[src/rtl/muldiv_if.sv]
// Decode-side request/response bundle for the HI/LO multiply/divide sequencer.
// The master drives requests; the slave (sequencer) returns read data and status.
interface muldiv_if #(parameter int DATA_WIDTH = 32);
  logic                  start;
  logic [2:0]            op;
  logic [DATA_WIDTH-1:0] rs_data;
  logic [DATA_WIDTH-1:0] rt_data;
  logic                  rd_req;
  logic                  rd_hi;
  logic                  flush;
  logic [DATA_WIDTH-1:0] rd_data;
  logic                  busy;
  logic                  stall;
  logic                  done;

  modport master (
    output start, op, rs_data, rt_data, rd_req, rd_hi, flush,
    input  rd_data, busy, stall, done
  );

  modport slave (
    input  start, op, rs_data, rt_data, rd_req, rd_hi, flush,
    output rd_data, busy, stall, done
  );
endinterface

[src/rtl/muldiv_ctrl.sv]
// Multi-cycle MULT/MULTU/DIV/DIVU sequencer that owns HI/LO.
// The multiply waits a fixed latency; the divide is radix-2 restoring plus one sign-fix cycle.
module muldiv_ctrl #(
  parameter int DATA_WIDTH  = 32,
  parameter int MUL_LATENCY = 4
) (
  input logic     clk,
  input logic     rst_n,
  muldiv_if.slave bus
);
  localparam int W = DATA_WIDTH;
  localparam logic [5:0] MUL_LAST = 6'(MUL_LATENCY - 1);
  localparam logic [5:0] DIV_LAST = 6'(W - 1);

  typedef enum logic [1:0] {IDLE, MUL, DIV, FIX} state_t;

  state_t         state, state_nxt;
  logic [5:0]     cnt;
  logic [W-1:0]   hi, lo;
  logic           done_q;
  // opa/opb: multiplicand/multiplier during MUL, quotient-shift/divisor during DIV
  logic [W-1:0]   opa, opb, rem;
  logic           mul_signed, neg_q, neg_r, dvz;
  logic           acc_mul, acc_div, wr_hi, wr_lo, mul_fin, div_step, div_fin;
  logic           div_signed, busy;

  logic signed [W:0]     ma, mb;
  logic signed [2*W-1:0] prod;
  logic [W:0]            rem_sh, diff;
  logic                  ge;

  function automatic logic [W-1:0] abs_val(input logic signed [W-1:0] x, input logic en);
    abs_val = (en && x[W-1]) ? -x : x;
  endfunction

  // A zero divisor yields an all-ones quotient; the restoring loop already leaves |A| as remainder.
  function automatic logic [2*W-1:0] div_result(input logic [W-1:0] q, input logic [W-1:0] r,
                                                input logic nq, input logic nr, input logic dz);
    logic [W-1:0] qf, rf;
    rf = nr ? -r : r;
    qf = dz ? '1 : (nq ? -q : q);
    return {rf, qf};
  endfunction

  assign div_signed = (bus.op == 3'd2);
  assign ma     = {mul_signed & opa[W-1], opa};
  assign mb     = {mul_signed & opb[W-1], opb};
  assign prod   = (2*W)'(ma) * (2*W)'(mb);
  assign rem_sh = {rem, opa[W-1]};
  assign diff   = rem_sh - {1'b0, opb};
  assign ge     = ~diff[W];

  always_comb begin
    state_nxt = state;
    acc_mul   = 1'b0;
    acc_div   = 1'b0;
    wr_hi     = 1'b0;
    wr_lo     = 1'b0;
    mul_fin   = 1'b0;
    div_step  = 1'b0;
    div_fin   = 1'b0;
    case (state)
      IDLE: if (bus.start && !bus.flush) begin
        case (bus.op)
          3'd0, 3'd1: begin acc_mul = 1'b1; state_nxt = MUL; end
          3'd2, 3'd3: begin acc_div = 1'b1; state_nxt = DIV; end
          3'd4:       wr_hi = 1'b1;
          3'd5:       wr_lo = 1'b1;
          default:    ;
        endcase
      end
      MUL: begin
        if (bus.flush) state_nxt = IDLE;
        else if (cnt == MUL_LAST) begin
          mul_fin   = 1'b1;
          state_nxt = IDLE;
        end
      end
      DIV: begin
        if (bus.flush) state_nxt = IDLE;
        else begin
          div_step = 1'b1;
          if (cnt == DIV_LAST) state_nxt = FIX;
        end
      end
      FIX: begin
        state_nxt = IDLE;
        div_fin   = ~bus.flush;
      end
      default: state_nxt = IDLE;
    endcase
  end

  always_ff @(posedge clk or negedge rst_n) begin
    if (!rst_n) begin
      state  <= IDLE;
      cnt    <= '0;
      hi     <= '0;
      lo     <= '0;
      done_q <= 1'b0;
    end else begin
      state  <= state_nxt;
      done_q <= mul_fin | div_fin;
      if ((state_nxt == MUL || state_nxt == DIV) && state != IDLE) cnt <= cnt + 6'd1;
      else                                                         cnt <= '0;
      if (wr_hi)   hi <= bus.rs_data;
      if (wr_lo)   lo <= bus.rs_data;
      if (mul_fin) {hi, lo} <= prod;
      if (div_fin) {hi, lo} <= div_result(opa, rem, neg_q, neg_r, dvz);
    end
  end

  always_ff @(posedge clk) begin
    if (acc_mul) begin
      opa        <= bus.rs_data;
      opb        <= bus.rt_data;
      mul_signed <= (bus.op == 3'd0);
    end else if (acc_div) begin
      opa   <= abs_val(bus.rs_data, div_signed);
      opb   <= abs_val(bus.rt_data, div_signed);
      rem   <= '0;
      dvz   <= (bus.rt_data == '0);
      neg_r <= div_signed & bus.rs_data[W-1];
      neg_q <= div_signed & (bus.rs_data[W-1] ^ bus.rt_data[W-1]);
    end else if (div_step) begin
      rem <= ge ? diff[W-1:0] : rem_sh[W-1:0];
      opa <= {opa[W-2:0], ge};
    end
  end

  assign busy        = (state != IDLE);
  assign bus.busy    = busy;
  assign bus.stall   = busy & (bus.start | bus.rd_req);
  assign bus.done    = done_q;
  assign bus.rd_data = bus.rd_hi ? hi : lo;
endmodule
[src/flat_wrapper.sv]
// flat-port wrapper written by rule: the top's interface ports become plain ports
module muldiv_ctrl_flat 
#(
  parameter int DATA_WIDTH  = 32,
  parameter int MUL_LATENCY = 4
)
  (clk, rst_n, bus_start, bus_op, bus_rs_data, bus_rt_data, bus_rd_req, bus_rd_hi, bus_flush, bus_rd_data, bus_busy, bus_stall, bus_done);
  muldiv_if #(.DATA_WIDTH(DATA_WIDTH)) bus_i ();
  input logic clk;
  input logic rst_n;
  input wire logic [$bits(bus_i.start)-1:0] bus_start;
  input wire logic [$bits(bus_i.op)-1:0] bus_op;
  input wire logic [$bits(bus_i.rs_data)-1:0] bus_rs_data;
  input wire logic [$bits(bus_i.rt_data)-1:0] bus_rt_data;
  input wire logic [$bits(bus_i.rd_req)-1:0] bus_rd_req;
  input wire logic [$bits(bus_i.rd_hi)-1:0] bus_rd_hi;
  input wire logic [$bits(bus_i.flush)-1:0] bus_flush;
  output wire logic [$bits(bus_i.rd_data)-1:0] bus_rd_data;
  output wire logic [$bits(bus_i.busy)-1:0] bus_busy;
  output wire logic [$bits(bus_i.stall)-1:0] bus_stall;
  output wire logic [$bits(bus_i.done)-1:0] bus_done;
  assign bus_i.start = bus_start;
  assign bus_i.op = bus_op;
  assign bus_i.rs_data = bus_rs_data;
  assign bus_i.rt_data = bus_rt_data;
  assign bus_i.rd_req = bus_rd_req;
  assign bus_i.rd_hi = bus_rd_hi;
  assign bus_i.flush = bus_flush;
  assign bus_rd_data = bus_i.rd_data;
  assign bus_busy = bus_i.busy;
  assign bus_stall = bus_i.stall;
  assign bus_done = bus_i.done;
  muldiv_ctrl #(.DATA_WIDTH(DATA_WIDTH), .MUL_LATENCY(MUL_LATENCY)) u_core (.clk(clk), .rst_n(rst_n), .bus(bus_i));
endmodule
[config.mk]
export PLATFORM = sky130hd
export DESIGN_NAME = muldiv_ctrl_flat
export DESIGN_NICKNAME = d
export VERILOG_FILES = /design/src/rtl/muldiv_if.sv /design/src/rtl/muldiv_ctrl.sv /design/src/flat_wrapper.sv
export SDC_FILE = /design/constraint.sdc
export NUM_CORES = 2
export LEC_CHECK = 0
export CAP_MARGIN = 30
export CORE_ASPECT_RATIO = 1.75
export CORE_MARGIN = 5
export CORE_UTILIZATION = 51
export CTS_BUF_LIST = sky130_fd_sc_hd__clkbuf_4
export DETAILED_ROUTE_END_ITERATION = 8
export DONT_BUFFER_PORTS = 1
export PLACE_DENSITY = 0.7
export SYNTH_ARGS = -nofsm -noshare
export SYNTH_HDL_FRONTEND = slang
export SYNTH_SLANG_ARGS = --single-unit
export TNS_END_PERCENT = 5
[constraint.sdc]
create_clock -name clk -period 7.3 [get_ports clk]
set_input_delay 0.73 -clock clk [delete_from_list [all_inputs] [get_ports clk]]
set_output_delay 0.73 -clock clk [all_outputs]
set_load 0.02 [all_outputs]
==> qor.txt <==
layout cells sized above 1 -> 14.9%
# clock sinks -> 173
drt pass-1 iters -> 6
Skew-Pair Late Insertion Delay -> 770 ps
average cell area after synthesis -> 8.98 µm²
Worst Max-Slew Pin Slew -> 1000 ps
startpoint type of the worst setup path -> flop
max-cap check violation count -> 0
multi-input gate area in the final layout -> 40,500 µm²
largest net degree at the start of global routing -> 74
Post-Syn Nets -> 7,026
Post-synth EDFFs -> 100
flip-flop cell with the highest count after synthesis -> sky130_fd_sc_hd__edfxtp_1
share of the yosys chip area belonging to registers -> 9.65%
Site Rows -> 152
Layout Utilization -> 59.0%
setup repair after global routing missed its margin -> yes
residual antenna-violating net count after detailed routing -> 0
Async SR Flop Fraction -> 42.2%
total area of sequential cells -> 4830 µm²
initial antenna violation count -> 7
critical path data arrival time -> 8380 ps
average routed wire per standard cell -> 22.9 µm
quantity of I/O buffers inserted on ports -> 0
worst relative slew slack -> 33.3%
worst setup path class -> reg -> reg
vias -> 41,279
GRT Resource Usage Total -> 32.1%
global-route wire length before repair -> 255,000 µm
final worst path period need -> 7680 ps
Initial Utilization -> 51.2%
most common cell after layout, fill and taps aside -> sky130_fd_sc_hd__inv_1
Area growth syn-to-layout -> 15.2%
share of the synthesized area in the top cell type -> 45.0%
flip-flop and latch count after synthesis -> 173
Critical Path End Type -> flop
grt ovf -> 0
failing checks -> negative setup slack
routed wire length -> 166,000 µm
clock buffer count from CTS -> 17
maximum fanout along the worst path -> 8
post-synthesis cell type count -> 77
path category of the worst min-delay check -> in -> reg
critical path required time -> 7990 ps
chip height -> 424 µm
width of the chip -> 247 µm
io pins -> 108
CORE AREA -> 97,800 µm²
number of violations reported at the end of detailed-routing iteration 0 -> 2,826
DIE AREA -> 105,000 µm²
via count of the first global-routing pass -> 45,154
status -> finished, violations left
leading cell types in the layout, fill and taps excluded -> 1,150 x sky130_fd_sc_hd__inv_1, 1,106 x sky130_fd_sc_hd__fa_1, 865 x sky130_fd_sc_hd__nand2_1
post-detailed-route via-to-cell ratio -> 5.71
Final period util -> 105%
net count of the finished layout -> 7,350
DRC violations left -> 0
leading area contributor after synthesis -> sky130_fd_sc_hd__fa_1
count of pins over their slew limit -> 0
final clock skew -> 55.8 ps
total number of H-tree levels -> 4
clock tree from TritonCTS -> done
root cell of the clock tree -> sky130_fd_sc_hd__clkbuf_4
count of yosys warnings during synthesis -> 0
setup violation total in the final timing report -> 35
number of standard cells after synthesis -> 5,577
Final WS setup -> -382 ps
number of fill cells -> 8,552
final design instance area without fill -> 57,700 µm²
largest cells by area after synthesis -> sky130_fd_sc_hd__fa_1 45%, sky130_fd_sc_hd__inv_1 8.7%, sky130_fd_sc_hd__nand2_1 6.6%
number of hold violations in the final report -> 0
Max Buffers Root-to-Sink -> 2
Clock Pin Slew Worst Setup and Hold Paths -> 210 ps
weighted congestion reported at the end of routability-driven placement -> 1.06
HPWL after detailed placement -> 141,000 µm
Area after DPL -> 56,300 µm²
f_max -> 130 MHz
area of the mapped netlist -> 50,100 µm²
Place WS -> -838 ps
sequential cells by signal (all words and copies together), names as in the netlist:
name               flops
u_core.bus.done        1
u_core.cnt             6
u_core.dvz             1
u_core.hi             32
u_core.lo             32
u_core.mul_signed      1
u_core.neg_q           1
u_core.neg_r           1
u_core.opa            32
u_core.opb            32
u_core.rem            32
u_core.state           2
final cells by class:
class,instances,area share [%]
antenna,7,0.0304
tap,1309,2.84
sequential,173,8.38
inverter,1163,7.59
clock buffer,17,0.221
timing repair buffer,636,10.5
multi-input combinational,3910,70.2
clock inverter,15,0.252
path summary, 6_finish.rpt:
kind	end	from	slack (ps)	cells past startpoint
setup / recovery	u_core.hi[30]	u_core.opa[31]	-380	27
hold / removal	u_core.state[0]	bus_op[1]	70	1
setup reg to reg	u_core.hi[30]	u_core.opa[31]	-380	27
hold reg to reg	u_core.cnt[0]	u_core.cnt[0]	480	1
max in group asynchronous	u_core.hi[20]	rst_n	6410	2
min in group asynchronous	u_core.cnt[3]	rst_n	490	2
logic make-up after synthesis:
group	count (synthesis)	synth area share [%]
AO/OA/AOI/OAI	632	8.03
AND/OR/NAND/NOR	1651	15.3
XOR/XNOR	209	3.66
adder cells (fa/ha/maj)	1376	51.3
flip-flops	173	9.65
buffers and inverters	1494	11.2
multiplexers	42	0.925
layer usage:
metal	vias up	track usage [%]	wire, µm
li1	17605	-	-
met1	21063	34.6	54300
met2	1874	55.2	83000
met3	733	7.31	13100
met4	4	22.9	15200
met5	-	0	21
synthesized netlist by cell type, types with 42 or more instances:
master	n
sky130_fd_sc_hd__nor2_1	188
sky130_fd_sc_hd__a21o_1	42
sky130_fd_sc_hd__nand2_1	874
sky130_fd_sc_hd__clkbuf_1	296
sky130_fd_sc_hd__xnor2_1	123
sky130_fd_sc_hd__o21ai_0	175
sky130_fd_sc_hd__xor2_1	86
sky130_fd_sc_hd__and2_1	314
sky130_fd_sc_hd__inv_1	1163
sky130_fd_sc_hd__ha_1	250
sky130_fd_sc_hd__fa_1	1126
sky130_fd_sc_hd__edfxtp_1	100
sky130_fd_sc_hd__o31ai_1	57
sky130_fd_sc_hd__nand4_1	44
sky130_fd_sc_hd__a21oi_1	160
sky130_fd_sc_hd__dfrtp_1	73
what timing repair did:
action,in CTS,in global routing
gates cloned,1,0
pin swaps,55,50
setup buffers,12,9
hold buffers,3,0
endpoints found under the setup margin,38,46
resized for setup,119,84
endpoints found under the hold margin,74,0
critical path, cell delays in order (launching register included):
cell and delay [ps]:
sky130_fd_sc_hd__edfxtp_1 450, sky130_fd_sc_hd__buf_6 160, sky130_fd_sc_hd__and3_1 200, sky130_fd_sc_hd__fa_2 640
sky130_fd_sc_hd__fa_1 440, sky130_fd_sc_hd__fa_1 510, sky130_fd_sc_hd__buf_4 150, sky130_fd_sc_hd__buf_4 130
sky130_fd_sc_hd__fa_2 610, sky130_fd_sc_hd__clkinvlp_4 140, sky130_fd_sc_hd__fa_1 490, sky130_fd_sc_hd__inv_1 50
sky130_fd_sc_hd__fa_1 530, sky130_fd_sc_hd__inv_1 50, sky130_fd_sc_hd__fa_1 450, sky130_fd_sc_hd__fa_1 520
sky130_fd_sc_hd__inv_2 50, sky130_fd_sc_hd__ha_4 220, sky130_fd_sc_hd__buf_4 130, sky130_fd_sc_hd__and3_1 190
sky130_fd_sc_hd__nand2_1 160, sky130_fd_sc_hd__nor2_1 80, sky130_fd_sc_hd__a21oi_1 110, sky130_fd_sc_hd__o21ai_1 120
sky130_fd_sc_hd__or4_1 580, sky130_fd_sc_hd__nand3_1 140, sky130_fd_sc_hd__a41oi_1 150, sky130_fd_sc_hd__o31ai_1 130
per-stage QoR:
stage,hold slack (ps),cells,setup TNS [ps]
6_report,70.0,7230,-7140
5_1_grt,35.3,7225,-16270
4_1_cts,24.6,7214,-7950
3_5_place_dp,436,7167,-15150
3_3_place_gp,436,7163,-13910
2_1_floorplan,433,5577,-1480
Power is not shown: default switching activity piles up to over one toggle a cycle in this logic, so the estimate is an artifact.
